[src/rtl/dac_wave_sequencer.sv]
// Multi-channel phase-accumulator waveform sequencer for the MAX5134 quad DAC.
// On each sample tick, one 24-bit frame per enabled channel goes to the SPI sender.
`timescale 1ns/1ps
module dac_wave_sequencer #(
  parameter int unsigned NUM_CHANNELS = 4,
  parameter int unsigned ACC_WIDTH    = 16,
  parameter int unsigned INTERVAL     = 3624,
  parameter int unsigned ACK_TIMEOUT  = 16
) (
  input  logic                              fpga_clock,
  input  logic                              rst,
  input  logic [NUM_CHANNELS-1:0]           channel_en,
  input  logic [ACC_WIDTH*NUM_CHANNELS-1:0] step,
  input  logic [2*NUM_CHANNELS-1:0]         mode,
  input  logic                              clear_status,
  input  logic                              spi_busy,
  output logic                              send,
  output logic [23:0]                       dac_data,
  output logic                              frame_active,
  output logic                              overrun,
  output logic                              fault
);

  localparam int unsigned CntW = (INTERVAL > 1) ? $clog2(INTERVAL) : 1;
  localparam int unsigned AckW = $clog2(ACK_TIMEOUT + 1);

  typedef enum logic [1:0] {StIdle, StLoad, StWaitAck, StWaitDone} state_e;

  state_e               r_state;
  logic [1:0]           r_ch_idx;
  logic [CntW-1:0]      r_cnt;
  logic [AckW-1:0]      r_ack_cnt;
  logic                 r_send;
  logic [23:0]          r_dac_data;
  logic                 r_frame_active;
  logic                 r_overrun;
  logic                 r_fault;
  logic [ACC_WIDTH-1:0] r_acc [NUM_CHANNELS];

  logic                 w_tick;
  logic                 w_first_vld, w_next_vld;
  logic [1:0]           w_first_idx, w_next_idx;
  logic [ACC_WIDTH-1:0] w_acc_sel, w_step_sel, w_sample;
  logic [1:0]           w_mode_sel;
  logic [15:0]          w_field;

  assign w_tick = (r_cnt == CntW'(INTERVAL - 1));

  always_ff @(posedge fpga_clock or posedge rst) begin
    if (rst) begin
      r_cnt <= '0;
    end else if (w_tick) begin
      r_cnt <= '0;
    end else begin
      r_cnt <= r_cnt + 1'b1;
    end
  end

  // Lowest enabled channel, and lowest enabled channel above the current one.
  always_comb begin
    w_first_vld = 1'b0;
    w_first_idx = 2'd0;
    w_next_vld  = 1'b0;
    w_next_idx  = 2'd0;
    for (int i = int'(NUM_CHANNELS) - 1; i >= 0; i--) begin
      if (channel_en[i]) begin
        w_first_vld = 1'b1;
        w_first_idx = 2'(i);
      end
      if (channel_en[i] && (2'(i) > r_ch_idx)) begin
        w_next_vld = 1'b1;
        w_next_idx = 2'(i);
      end
    end
  end

  always_comb begin
    w_acc_sel  = '0;
    w_step_sel = '0;
    w_mode_sel = 2'b00;
    for (int i = 0; i < int'(NUM_CHANNELS); i++) begin
      if (r_ch_idx == 2'(i)) begin
        w_acc_sel  = r_acc[i];
        w_step_sel = step[i*ACC_WIDTH +: ACC_WIDTH];
        w_mode_sel = mode[i*2 +: 2];
      end
    end
  end

  always_comb begin
    case (w_mode_sel)
      2'b00:   w_sample = w_acc_sel;
      2'b01:   w_sample = w_acc_sel[ACC_WIDTH-1] ? ~{w_acc_sel[ACC_WIDTH-2:0], 1'b0}
                                                 :  {w_acc_sel[ACC_WIDTH-2:0], 1'b0};
      2'b10:   w_sample = {ACC_WIDTH{w_acc_sel[ACC_WIDTH-1]}};
      default: w_sample = w_step_sel;
    endcase
  end

  // Sample is MSB-aligned into the DAC's 16-bit data field.
  if (ACC_WIDTH >= 16) begin : g_field_wide
    assign w_field = w_sample[ACC_WIDTH-1 -: 16];
  end else begin : g_field_narrow
    assign w_field = {w_sample, (16 - ACC_WIDTH)'(0)};
  end

  always_ff @(posedge fpga_clock or posedge rst) begin
    if (rst) begin
      for (int i = 0; i < int'(NUM_CHANNELS); i++) begin
        r_acc[i] <= '0;
      end
    end else if (r_state == StLoad) begin
      for (int i = 0; i < int'(NUM_CHANNELS); i++) begin
        if (r_ch_idx == 2'(i)) begin
          r_acc[i] <= r_acc[i] + w_step_sel;
        end
      end
    end
  end

  always_ff @(posedge fpga_clock or posedge rst) begin
    if (rst) begin
      r_state        <= StIdle;
      r_ch_idx       <= 2'd0;
      r_ack_cnt      <= '0;
      r_send         <= 1'b0;
      r_dac_data     <= 24'd0;
      r_frame_active <= 1'b0;
      r_overrun      <= 1'b0;
      r_fault        <= 1'b0;
    end else begin
      r_send <= 1'b0;
      if (clear_status) begin
        r_overrun <= 1'b0;
        r_fault   <= 1'b0;
      end
      // Ticks during a sequence are dropped, never queued.
      if (w_tick && (r_state != StIdle)) begin
        r_overrun <= 1'b1;
      end
      case (r_state)
        StIdle: begin
          if (w_tick && w_first_vld) begin
            r_ch_idx       <= w_first_idx;
            r_state        <= StLoad;
            r_frame_active <= 1'b1;
          end
        end
        StLoad: begin
          r_dac_data <= {4'b0011, 4'b0001 << r_ch_idx, w_field};
          r_send     <= 1'b1;
          r_ack_cnt  <= '0;
          r_state    <= StWaitAck;
        end
        StWaitAck: begin
          if (spi_busy) begin
            r_state <= StWaitDone;
          end else if (r_ack_cnt == AckW'(ACK_TIMEOUT - 1)) begin
            r_fault        <= 1'b1;
            r_state        <= StIdle;
            r_frame_active <= 1'b0;
          end else begin
            r_ack_cnt <= r_ack_cnt + 1'b1;
          end
        end
        StWaitDone: begin
          if (!spi_busy) begin
            if (w_next_vld) begin
              r_ch_idx <= w_next_idx;
              r_state  <= StLoad;
            end else begin
              r_state        <= StIdle;
              r_frame_active <= 1'b0;
            end
          end
        end
        default: begin
          r_state        <= StIdle;
          r_frame_active <= 1'b0;
        end
      endcase
    end
  end

  assign send         = r_send;
  assign dac_data     = r_dac_data;
  assign frame_active = r_frame_active;
  assign overrun      = r_overrun;
  assign fault        = r_fault;

endmodule

[config.mk]
export PLATFORM = sky130hd
export DESIGN_NAME = dac_wave_sequencer
export DESIGN_NICKNAME = d
export VERILOG_FILES = /design/src/rtl/dac_wave_sequencer.sv
export SDC_FILE = /design/constraint.sdc
export NUM_CORES = 1
export LEC_CHECK = 0
export ABC_CLOCK_PERIOD_IN_PS = 10000
export CAP_MARGIN = 20
export CORE_MARGIN = 4
export CORE_UTILIZATION = 46
export CTS_BUF_LIST = sky130_fd_sc_hd__clkbuf_4
export CTS_CLUSTER_DIAMETER = 40
export CTS_CLUSTER_SIZE = 24
export DETAILED_ROUTE_END_ITERATION = 7
export DONT_BUFFER_PORTS = 1
export PLACE_DENSITY_LB_ADDON = 0.25
export SYNTH_ARGS = -nofsm -noshare
export SYNTH_HDL_FRONTEND = slang
export SYNTH_SLANG_ARGS = --single-unit
[constraint.sdc]
create_clock -name fpga_clock -period 10 [get_ports fpga_clock]
set_input_delay 0 -clock fpga_clock [delete_from_list [all_inputs] [get_ports fpga_clock]]
set_output_delay 0 -clock fpga_clock [all_outputs]
set_load 0.02 [all_outputs]
==> summary.txt <==
Timing
  – Setup ws final: just over 6 ns
  – Period utilization: 0.397
  – Slew Limit Headroom: 0.360
  – Final Hold Viols: 0
  – Clock Skew: between 0.02 and 0.025 ns
  – Post-route setup TNS: 0 ns
  – RSZ-0062 raised after global routing: false
  – Min Tclk post-route: around 4.0 ns
  – Final setup violation count: 0
  – Final Max Slew Viols: 0
  – Slew at the pin closest to its max-slew limit: 0.957 ns
  – Fmax: about 250 MHz

Worst setup path
  – Worst path cell trace: buf_4 -> mux4_2 -> ha_1 -> fa_1 -> a21oi_2 -> o21ai_2 -> a21o_1 -> a2111o_1 -> a221oi_4 -> o311ai_1 -> xnor2_1 -> o21ai_1
  – Slowest stage delay, CP: roughly 0.7 ns
  – Crit path kind: register to register
  – Bufs and invs on worst path: 1
  – Slowest cell on the critical path: mux4_2
  – Req. time, crit path: 10.37 ns
  – Worst Path Arrival: approximately 4.3 ns
  – Worst path top cell family by delay: compound AO/OA/AOI/OAI gates
  – Worst Setup Start Kind: register
  – Critical path peak fanout: 39
  – Setup crit end kind: register

Clock tree
  – Clk_lat worst skew: 0.50 ns
  – CTS Root Cell: clkbuf_4
  – CTS clk-pin slew, worst paths: 0.20 ns
  – CTS tree: yes
  – Clock H-tree levels: 3
  – TritonCTS Buffers: 9
  – Clock sinks: 110
  – PostCTS Resize Cnt: 0
  – CTS max path bufs: 2

Die
  – Total Die Area: 0.0202 mm2
  – # IOs: 108
  – Die W: approximately 140 um
  – Core Rows: 48
  – Initial Util: 0.474
  – Die H: 142 um
  – Core footprint: about 0.017 mm2

Worst hold path
  – HP Class: input port to register

Drt
  – Avg WL per Cell: ~18 um
  – DR pass1 iterations: 5
  – Drt total wl: approximately 20000 um
  – Iteration-0 DRC Markers: about 500
  – DR vias: between 6000 and 7000
  – Antenna Nets Post-Route: 0
  – Met2 wire len: about 8500 um
  – Post-route DRC: 0
  – Max Used Layer: met4
  – Met3 wire length: ~900 um
  – Via density: between 5 and 6
  – Met1 WL: roughly 10000 um

Flow run
  – Max Cap Viol: 0

Synth
  – Post-synthesis cell count: around 860
  – Yosys reg bits: 110
  – YS warnings: 0
  – Post-synth EDFFs: 0
  – Asr flop ratio synth: 1.00
  – Share of the synthesized area in the top cell type: 0.332
  – Most instantiated cells after synthesis: 110 x dfrtp_1, 101 x nand2_1, 85 x o21ai_0
  – Most frequent cell after synthesis: dfrtp_1
  – Sequential cell area fraction in the yosys report: 0.332
  – Cell area after synthesis: just over 0.008 mm2
  – Mean Syn Cell Area: about 9.6 um2
  – Cell variety after synth: 71
  – Ys flop type: dfrtp_1
  – Area contributors post-synth: dfrtp_1 33%, ha_1 11%, mux4_2 9.0%
  – Biggest area consumer among synthesized cells: dfrtp_1

Final layout
  – Fillers: between 1500 and 2000
  – Area of the multi-input gates: approximately 0.0052 mm2
  – Sequential cell area: 0.00276 mm2
  – Nets@finish: about 1000
  – Area grow syn2layout: 5.48%
  – ANT cells: 0
  – Share of cells above drive strength 1: 0.0962

Power
  – P_int: roughly 0.64 mW
  – Pwr Density: approximately 110 mW/mm2
  – Sequential share of power: 0.468
  – P_sw: 0.355 mW
  – Sw Share: 0.357
  – Power share of the clock group: 0.232
  – Leakage: approximately 3.7 nW
  – Combinational share of power: 0.300
  – Final Power: slightly below 1 mW
  – Maximum VDD drop: between 0.06 and 0.07 mV

Global route
  – First-pass GRT wire length: between 30000 and 40000 um
  – Initial antenna violation count: 0
  – Gr ovfl total: 0
  – Largest net degree at the start of global routing: 76
  – Vias in the first global route: around 6100
  – Tot GR Track Use: 0.200

Place
  – Port-buffer cells: 0
  – GP Congestion: roughly 0.92
  – Pre-CTS WS: 5.99 ns
  – Dpl hpwl: roughly 15000 um

Outcome
  – Status: finished clean
flip-flops by register name, summed over array words and instances, names as in the netlist:
register / cells
r_cnt: 12
overrun: 1
fault: 1
r_ch_idx: 2
frame_active: 1
send: 1
r_ack_cnt: 5
r_acc: 64
dac_data: 21
r_state: 2
layout make-up:
type / instances / share of cell area
multi-input combinational: 684 / 0.599
clock inverter: 7 / 0.00845
tap: 225 / 0.0322
timing repair buffer: 21 / 0.0232
sequential: 110 / 0.315
inverter: 32 / 0.0140
clock buffer: 9 / 0.00773
layout by cell type (no fill, tap or decap), types with 30 or more instances in the layout:
cell type	synthesis	routed
dfrtp_1	110	108
nand2_1	101	101
o21ai_0	85	85
ha_1	72	72
a21oi_1	51	51
nor2_1	50	50
xnor2_1	41	41
xor2_1	36	36
mux4_2	33	33
inv_1	31	30
what timing repair did:
| action | in CTS | in global routing |
|---|---|---|
| hold buffers | 14 | 0 |
| endpoints found under the hold margin | 47 | 0 |
| setup buffers | 0 | 0 |
final timing paths:
check	start	endpoint	slack [ns]	depth (start not counted)
worst min register to register	r_acc[15]	r_acc[15]	0.49	1
max in group asynchronous	rst	r_acc[30]	8.50	4
min in group asynchronous	rst	overrun	0.55	4
worst max register to register	r_ch_idx[0]	r_acc[62]	6.03	12
worst max-delay path	r_ch_idx[0]	r_acc[62]	6.03	12
worst min-delay path	step[0]	r_acc[48]	0.06	4
kinds of logic (layout without fill, tap and decap cells):
family / count (synthesis) / count (layout) / share of synthesized area
compound gates: 269 / 269 / 0.209
xor+xnor: 77 / 77 / 0.0814
fa+ha+maj: 76 / 76 / 0.118
buf+inv: 71 / 69 / 0.0362
flops: 110 / 110 / 0.332
mux: 44 / 44 / 0.104
other cells: 1 / 2 / 0.000453
simple gates: 216 / 216 / 0.118
worst min-delay path: cells and delay by family:
family	cells	cell delay, ns
multiplexers	1	0.32
adder cells (fa/ha/maj)	1	0.14
AND/OR/NAND/NOR	2	0.09
per-layer routing:
layer,vias up,global-route usage
met3,14,0.0343
met4,0,0.0389
met5,-,0
met1,2988,0.303
met2,116,0.304
li1,3166,-
power groups by stage:
| stage | Combinational, mW | Clock [mW] | Sequential [mW] |
|---|---|---|---|
| 3_3_place_gp | 0.291 | 0 | 0.474 |
| 5_1_grt | 0.335 | 0.256 | 0.467 |
| 3_5_place_dp | 0.293 | 0 | 0.474 |
| 6_report | 0.298 | 0.231 | 0.466 |
| 2_1_floorplan | 0.241 | 0 | 0.471 |
| 4_1_cts | 0.299 | 0.241 | 0.466 |
metrics by stage:
step	hold WS, ns	utilization	cell area (um2)	cells
detailed placement	-0.0737	0.483	8450	1058
floorplan	0.153	-	8290	865
global placement	-0.0788	0.483	8450	1058
CTS	0.0286	0.500	8740	1088
finish	0.0607	0.500	8740	1088
global route	0.0589	0.500	8740	1088
(Power assumes the default switching activity.)
